$ cat config.mk
export PLATFORM = sky130hd
export DESIGN_NAME = forwarding_hazard_unit
export DESIGN_NICKNAME = d
export VERILOG_FILES = /design/src/rtl/fwd_pkg.sv /design/src/rtl/fwd_select.sv /design/src/rtl/forwarding_hazard_unit.sv
export SDC_FILE = /design/constraint.sdc
export NUM_CORES = 1
export LEC_CHECK = 0
export CORE_AREA = 8 8 135 137
export DETAILED_ROUTE_END_ITERATION = 6
export DIE_AREA = 0 0 143 145
export HOLD_SLACK_MARGIN = 0.12
export PLACE_DENSITY = 0.68
export SYNTH_ARGS = -nofsm -noshare
export SYNTH_HDL_FRONTEND = slang
export SYNTH_SLANG_ARGS = --single-unit
$ cat constraint.sdc
create_clock -name clk -period 6.8 [get_ports clk]
set_input_delay 1.02 -clock clk [delete_from_list [all_inputs] [get_ports clk]]
set_output_delay 1.02 -clock clk [all_outputs]
set_load 0.05 [all_outputs]
$ cat src/rtl/fwd_pkg.sv
// Shared types and constants for the forwarding / hazard unit.
package fwd_pkg;

  localparam int unsigned DEF_DATA_W = 32;
  localparam int unsigned DEF_ADDR_W = 5;
  localparam int unsigned OPC_W      = 7;
  localparam int unsigned CNT_W      = 2;

  typedef enum logic [1:0] {
    FWD_REGF = 2'b00,
    FWD_WB   = 2'b01,
    FWD_MEM  = 2'b10
  } fwd_sel_t;

  typedef enum logic {
    RUN  = 1'b0,
    HOLD = 1'b1
  } hazard_state_t;

  localparam logic [OPC_W-1:0] OPC_LUI    = 7'b0110111;
  localparam logic [OPC_W-1:0] OPC_AUIPC  = 7'b0010111;
  localparam logic [OPC_W-1:0] OPC_BRANCH = 7'b1100011;
  localparam logic [OPC_W-1:0] OPC_JALR   = 7'b1100111;

  // Instructions that resolve their condition / target in ID.
  function automatic logic is_id_resolved(input logic [OPC_W-1:0] opc);
    return (opc == OPC_BRANCH) || (opc == OPC_JALR);
  endfunction

  // Instructions whose rs1 field is not a real source operand.
  function automatic logic has_no_rs1(input logic [OPC_W-1:0] opc);
    return (opc == OPC_LUI) || (opc == OPC_AUIPC);
  endfunction

endpackage

$ cat src/rtl/fwd_select.sv
// Source-register match against MEM/WB destinations; MEM wins, x0 never forwards.
module fwd_select
  import fwd_pkg::*;
#(
  parameter int unsigned ADDR_W = DEF_ADDR_W
) (
  input  logic [ADDR_W-1:0] rs_address,
  input  logic              suppress,
  input  logic [ADDR_W-1:0] rd_address_mem,
  input  logic              reg_write_mem,
  input  logic [ADDR_W-1:0] rd_address_wb,
  input  logic              reg_write_wb,
  output fwd_sel_t          sel
);

  logic mem_hit;
  logic wb_hit;

  assign mem_hit = reg_write_mem && (rd_address_mem != '0) && (rd_address_mem == rs_address);
  assign wb_hit  = reg_write_wb  && (rd_address_wb  != '0) && (rd_address_wb  == rs_address);

  always_comb begin
    sel = FWD_REGF;
    if (!suppress) begin
      if (mem_hit) begin
        sel = FWD_MEM;
      end else if (wb_hit) begin
        sel = FWD_WB;
      end
    end
  end

endmodule

$ cat src/rtl/forwarding_hazard_unit.sv
// Operand forwarding for EX and ID-stage branch compare, plus load-use /
// branch-dependency stall generation for the 5-stage core.
module forwarding_hazard_unit
  import fwd_pkg::*;
#(
  parameter int unsigned DATA_W = DEF_DATA_W,
  parameter int unsigned ADDR_W = DEF_ADDR_W
) (
  input  logic              clk,
  input  logic              reset,
  input  logic [ADDR_W-1:0] rs1_address_id_i,
  input  logic [ADDR_W-1:0] rs2_address_id_i,
  input  logic [ADDR_W-1:0] rd_address_id_i,
  input  logic [OPC_W-1:0]  opcode_id_i,
  input  logic              reg_write_id_i,
  input  logic              mem_read_id_i,
  input  logic              id_ex_flush_i,
  input  logic [ADDR_W-1:0] rd_address_mem_i,
  input  logic              reg_write_mem_i,
  input  logic              mem_read_mem_i,
  input  logic [ADDR_W-1:0] rd_address_wb_i,
  input  logic              reg_write_wb_i,
  input  logic [DATA_W-1:0] rs1_data_id_i,
  input  logic [DATA_W-1:0] rs2_data_id_i,
  input  logic [DATA_W-1:0] rs1_data_ex_i,
  input  logic [DATA_W-1:0] rs2_data_ex_i,
  input  logic [DATA_W-1:0] alu_result_mem_i,
  input  logic [DATA_W-1:0] rd_data_wb_i,
  output logic [1:0]        alu_fwd_a_o,
  output logic [1:0]        alu_fwd_b_o,
  output logic [DATA_W-1:0] alu_in_a_o,
  output logic [DATA_W-1:0] alu_in_b_o,
  output logic [DATA_W-1:0] branch_condition_a_o,
  output logic [DATA_W-1:0] branch_condition_b_o,
  output logic              stall_o
);

  // ID/EX shadow of the fields the forwarding and hazard logic needs.
  logic [ADDR_W-1:0] rs1_ex_r;
  logic [ADDR_W-1:0] rs2_ex_r;
  logic [ADDR_W-1:0] rd_ex_r;
  logic              rw_ex_r;
  logic              ld_ex_r;
  logic              noa_ex_r;

  hazard_state_t     state_r;
  hazard_state_t     state_nxt;
  logic [CNT_W-1:0]  cnt_r;
  logic [CNT_W-1:0]  cnt_nxt;

  fwd_sel_t          sel_alu_a;
  fwd_sel_t          sel_alu_b;
  fwd_sel_t          sel_br_a;
  fwd_sel_t          sel_br_b;

  logic              br_id;
  logic              ex_hit;
  logic              mem_hit;
  logic              load_use;
  logic              br_alu;
  logic              br_ld_ex;
  logic              br_ld_mem;
  logic [CNT_W-1:0]  need;

  assign br_id = is_id_resolved(opcode_id_i);

  fwd_select #(.ADDR_W(ADDR_W)) u_sel_alu_a (
    .rs_address     (rs1_ex_r),
    .suppress       (noa_ex_r),
    .rd_address_mem (rd_address_mem_i),
    .reg_write_mem  (reg_write_mem_i),
    .rd_address_wb  (rd_address_wb_i),
    .reg_write_wb   (reg_write_wb_i),
    .sel            (sel_alu_a)
  );

  fwd_select #(.ADDR_W(ADDR_W)) u_sel_alu_b (
    .rs_address     (rs2_ex_r),
    .suppress       (1'b0),
    .rd_address_mem (rd_address_mem_i),
    .reg_write_mem  (reg_write_mem_i),
    .rd_address_wb  (rd_address_wb_i),
    .reg_write_wb   (reg_write_wb_i),
    .sel            (sel_alu_b)
  );

  fwd_select #(.ADDR_W(ADDR_W)) u_sel_br_a (
    .rs_address     (rs1_address_id_i),
    .suppress       (!br_id),
    .rd_address_mem (rd_address_mem_i),
    .reg_write_mem  (reg_write_mem_i),
    .rd_address_wb  (rd_address_wb_i),
    .reg_write_wb   (reg_write_wb_i),
    .sel            (sel_br_a)
  );

  fwd_select #(.ADDR_W(ADDR_W)) u_sel_br_b (
    .rs_address     (rs2_address_id_i),
    .suppress       (!br_id),
    .rd_address_mem (rd_address_mem_i),
    .reg_write_mem  (reg_write_mem_i),
    .rd_address_wb  (rd_address_wb_i),
    .reg_write_wb   (reg_write_wb_i),
    .sel            (sel_br_b)
  );

  assign alu_fwd_a_o = sel_alu_a;
  assign alu_fwd_b_o = sel_alu_b;

  // Operand muxes follow the selects in the same cycle.
  always_comb begin
    alu_in_a_o           = rs1_data_ex_i;
    alu_in_b_o           = rs2_data_ex_i;
    branch_condition_a_o = rs1_data_id_i;
    branch_condition_b_o = rs2_data_id_i;
    case (sel_alu_a)
      FWD_MEM: alu_in_a_o = alu_result_mem_i;
      FWD_WB:  alu_in_a_o = rd_data_wb_i;
      default: alu_in_a_o = rs1_data_ex_i;
    endcase
    case (sel_alu_b)
      FWD_MEM: alu_in_b_o = alu_result_mem_i;
      FWD_WB:  alu_in_b_o = rd_data_wb_i;
      default: alu_in_b_o = rs2_data_ex_i;
    endcase
    case (sel_br_a)
      FWD_MEM: branch_condition_a_o = alu_result_mem_i;
      FWD_WB:  branch_condition_a_o = rd_data_wb_i;
      default: branch_condition_a_o = rs1_data_id_i;
    endcase
    case (sel_br_b)
      FWD_MEM: branch_condition_b_o = alu_result_mem_i;
      FWD_WB:  branch_condition_b_o = rd_data_wb_i;
      default: branch_condition_b_o = rs2_data_id_i;
    endcase
  end

  // Dependency of the ID instruction on the producer in EX or MEM.
  assign ex_hit  = (rd_ex_r != '0) &&
                   ((rd_ex_r == rs1_address_id_i) || (rd_ex_r == rs2_address_id_i));
  assign mem_hit = (rd_address_mem_i != '0) &&
                   ((rd_address_mem_i == rs1_address_id_i) || (rd_address_mem_i == rs2_address_id_i));

  assign load_use  = ld_ex_r && ex_hit;
  assign br_alu    = br_id && rw_ex_r && ex_hit;
  assign br_ld_ex  = br_id && ld_ex_r && ex_hit;
  assign br_ld_mem = br_id && mem_read_mem_i && mem_hit;

  // Largest stall requirement wins when several hazards coincide.
  always_comb begin
    need = '0;
    if (br_ld_ex) begin
      need = CNT_W'(2);
    end else if (load_use || br_alu || br_ld_mem) begin
      need = CNT_W'(1);
    end
  end

  always_comb begin
    state_nxt = state_r;
    cnt_nxt   = cnt_r;
    stall_o   = 1'b0;
    if (id_ex_flush_i) begin
      state_nxt = RUN;
      cnt_nxt   = '0;
    end else begin
      case (state_r)
        RUN: begin
          if (need != '0) begin
            stall_o = 1'b1;
          end
          if (need == CNT_W'(2)) begin
            state_nxt = HOLD;
            cnt_nxt   = CNT_W'(1);
          end
        end
        HOLD: begin
          stall_o = 1'b1;
          cnt_nxt = CNT_W'(cnt_r - CNT_W'(1));
          if (cnt_r <= CNT_W'(1)) begin
            state_nxt = RUN;
          end
        end
        default: begin
          state_nxt = RUN;
          cnt_nxt   = '0;
        end
      endcase
    end
  end

  always_ff @(posedge clk or negedge reset) begin
    if (!reset) begin
      state_r <= RUN;
      cnt_r   <= '0;
    end else begin
      state_r <= state_nxt;
      cnt_r   <= cnt_nxt;
    end
  end

  // Stalled or flushed cycles push a bubble into EX.
  always_ff @(posedge clk or negedge reset) begin
    if (!reset) begin
      rs1_ex_r <= '0;
      rs2_ex_r <= '0;
      rd_ex_r  <= '0;
      rw_ex_r  <= 1'b0;
      ld_ex_r  <= 1'b0;
      noa_ex_r <= 1'b0;
    end else if (stall_o || id_ex_flush_i) begin
      rs1_ex_r <= '0;
      rs2_ex_r <= '0;
      rd_ex_r  <= '0;
      rw_ex_r  <= 1'b0;
      ld_ex_r  <= 1'b0;
      noa_ex_r <= 1'b0;
    end else begin
      rs1_ex_r <= rs1_address_id_i;
      rs2_ex_r <= rs2_address_id_i;
      rd_ex_r  <= rd_address_id_i;
      rw_ex_r  <= reg_write_id_i;
      ld_ex_r  <= mem_read_id_i;
      noa_ex_r <= has_no_rs1(opcode_id_i);
    end
  end

endmodule

==> summary.txt <==
Global route
  – Met2 Usage GRT: 43.5%
  – Largest net degree at the start of global routing: 66
  – Global-route wire length before repair: 39100 um
  – Total track usage: 24.3%
  – Total global routing overflow: 0
  – GR peak layer: met2
  – Met1 usage: 29.0%
  – Vias in the first global route: 5957
  – Met3 usage: 5.09%
  – Initial antenna violation count: 4

Worst setup path
  – Most Frequent Cell on Critical Path: clkdlybuf4s50_1
  – Worst EP arrival: 5.00 ns
  – CP required: 5.78 ns
  – Delay-heaviest family, CP: buffers and inverters
  – CP Launch Type: primary input
  – Kind of end point of the critical path: output pin
  – CP max-delay cell: clkdlybuf4s50_1
  – Levels on crit path: 9
  – Max incr delay on CP: 0.86 ns
  – Buf+Inv Stages, Crit Path: 3
  – Worst-path maximum fanout: 50
  – Worst path cell trace: clkdlybuf4s50_1 > nor3_1 > a21boi_0 > a2111oi_0 > ha_2 > buf_4 > nand2_1 > o21ai_0 > clkdlybuf4s50_1
  – Setup CP Type: primary input to output pin
  – Reg2Reg Depth: 5

Detailed routing
  – DRT antenna net count: 0
  – Drt first pass iters: 5
  – WL/cell: 22.7 um
  – DRC: 0
  – Vias per cell: 5.25
  – Detailed Route Iter0 Violations: 362
  – DRT Wirelength: 27000 um
  – Via count: 6238

Synth
  – Post-Synth Simple-Gate Area: 28.3%
  – Xor/xnor share of the synthesized area: 10.7%
  – Synth Area in Adders: 2.14%
  – Sequential area share after synthesis: 12.8%
  – YS warnings: 0
  – Post-Syn Instances: 654
  – Post-Syn Area: 4100 um2
  – Syn_area_per_cell: 6.27 um2
  – Synth Area in Compound Gates: 36.5%
  – Yosys reg bits: 21
  – Library cells used by synthesis: 42
  – Synth Net Count: 893
  – Mux share of post-synthesis cell area: 0%
  – Largest family of logic cells by synthesized area: compound AO/OA/AOI/OAI gates

Placed design
  – Dpl cells: 1182
  – Port bufs: 364
  – Dpl hpwl: 22000 um
  – Gpl congestion: 0.992

Finish
  – Fillers: 1673
  – Area of the multi-input gates: 3190 um2
  – Area Growth Syn to Fin: 91.8%
  – Commonest cells after routing, fill and taps aside: clkdlybuf4s50_1, nand2_1, a22oi_1, o21ai_0, nor2_1
  – Non-filler cells, final: 1189
  – Final nets: 1206
  – Share of cells above drive strength 1: 4.04%
  – Most common cell after layout, fill and taps aside: clkdlybuf4s50_1
  – Util after Layout: 48.6%
  – Reg area: 526 um2

Run status
  – Status: completed

Die
  – Row count: 47
  – Initial core utilization: 25.3%
  – Die width: 143 um
  – Placeable Area: 16200 um2
  – Die ar.: 20700 um2
  – IO Pins: 365
  – Die height: 145 um

Power and ir drop
  – PwrDens: 104 nW/um2
  – Max VDD drop: 0.000111 V
  – Leakage: 3.00 nW
  – Design Power: 0.000814 W

Timing
  – Tmin final: 6.02 ns
  – Slew headroom: 37.2%
  – RSZ-0062 raised after global routing: no
  – Worst slew pin tran: 0.939 ns
  – Final Hold Fails: 0
  – Fmax: 166 MHz
  – Max Slew Vio Count: 0
  – Tcrit/Tclk final: 88.5%
  – Final Skew: 0.00281 ns
  – Setup total negative slack: 0 ns
  – Finish-stage setup viols: 0

Clock network
  – Clk pin slew, worst setup/hold paths: 0.06 ns
  – Setup bufs post-CTS: 0
  – Clock Tree Buf Depth: 2
  – CTS Hold Buffers Added: 0
  – CTS tree: done
  – CTS Root Cell: clkbuf_16
  – CTS buffer count: 3
  – Post-CTS Resized: 0
  – H-tree Lvls: 1
  – Worst skew pair latency: 0.25 ns
  – CTS sink cnt: 21

Hold path
  – HP Class: flip-flop to flip-flop
  – Hold Path Depth: 1

Run
  – MaxCap Viol Count: 0
## cell usage after synthesis
library cell / n / area share (%)
nand2_1: 167 / 15
a22oi_1: 96 / 18
o21ai_0: 96 / 12
clkbuf_1: 45 / 4.1
nor2_1: 38 / 3.5
a31oi_1: 32 / 4.9
xnor2_1: 29 / 6.2
dfrtp_1: 21 / 13
xor2_1: 21 / 4.5
buf_2: 14 / 1.7
nor3_1: 13 / 1.6
inv_1: 9 / 0.82
nand2_2: 9 / 1.4
nand3_1: 8 / 0.98
nor4b_1: 8 / 1.7
ha_1: 7 / 2.1
buf_6: 6 / 1.6
buf_4: 4 / 0.73
nand4_1: 3 / 0.46
a2111oi_0: 2 / 0.43
nor4_1: 2 / 0.31
nor4b_2: 2 / 0.73
o32ai_1: 2 / 0.43
or2_2: 2 / 0.31
a21boi_0: 1 / 0.18
a21oi_1: 1 / 0.12
a32o_1: 1 / 0.24
and2_0: 1 / 0.15
and3_1: 1 / 0.15
and3b_1: 1 / 0.21
and4_1: 1 / 0.21
and4b_1: 1 / 0.24
buf_12: 1 / 0.49
nand3_2: 1 / 0.24
nand4b_1: 1 / 0.21
nor2b_1: 1 / 0.15
nor4_2: 1 / 0.31
o2111a_1: 1 / 0.27
o211a_1: 1 / 0.24
o21a_1: 1 / 0.18
o31a_1: 1 / 0.21
or4_1: 1 / 0.18
## final timing paths
kind                                            end  slack (ns)                  from
min                            cnt_r[1]$_DFFE_PN0P_        0.55  cnt_r[1]$_DFFE_PN0P_
max                        branch_condition_b_o[14]        0.78   rd_address_mem_i[0]
min reg2reg                    cnt_r[1]$_DFFE_PN0P_        0.55  cnt_r[1]$_DFFE_PN0P_
max in group asynchronous     rs1_ex_r[2]$_DFF_PN0_        4.94                 reset
min in group asynchronous     rs2_ex_r[4]$_DFF_PN0_        1.29                 reset
max reg2reg                   rs2_ex_r[1]$_DFF_PN0_        4.79  rd_ex_r[4]$_DFF_PN0_
## stage by stage
stage / area (um2) / setup WS [ns] / hold WS [ns]
3_3_place_gp: 7770 / 0.854 / 0.529
6_report: 7860 / 0.783 / 0.547
5_1_grt: 7860 / 0.486 / 0.584
4_1_cts: 7850 / 0.774 / 0.549
2_1_floorplan: 4100 / 1.60 / 0.515
3_5_place_dp: 7770 / 0.776 / 0.536
## layer usage
layer | part of all wire [%] | up-vias | wire length, um
met5 | 0.037 | - | 10
met4 | 1.7 | 2 | 456
met3 | 9.5 | 31 | 2560
met2 | 50 | 311 | 13500
met1 | 39 | 2932 | 10500
li1 | - | 2962 | -
## flip-flops by register name (all words and copies together) (netlist names)
register,count
rs2_ex_r,5
ld_ex_r,1
rs1_ex_r,5
rw_ex_r,1
cnt_r,2
state_r,1
noa_ex_r,1
rd_ex_r,5
## logic make-up after synthesis
kind of cell | Yosys count
fa+ha+maj | 7
simple gates | 262
buf+inv | 79
flops | 21
xor+xnor | 50
compound gates | 235
## final cells by class
| type | count | share of cell area (%) |
|---|---|---|
| multi-input combinational | 554 | 40.6 |
| clock buffer | 3 | 0.955 |
| timing repair buffer | 378 | 47.6 |
| inverter | 9 | 0.430 |
| sequential | 21 | 6.69 |
| tap | 220 | 3.50 |
| clock inverter | 1 | 0.0955 |
| antenna | 3 | 0.0955 |
## power by group
part / switching (W) / internal, W
Combinational: 0.000312 / 0.000240
Sequential: 0.00000573 / 0.000131
Clock: 0.0000458 / 0.0000796
Total: 0.000363 / 0.000451
Power figures use the tool's default switching activity.
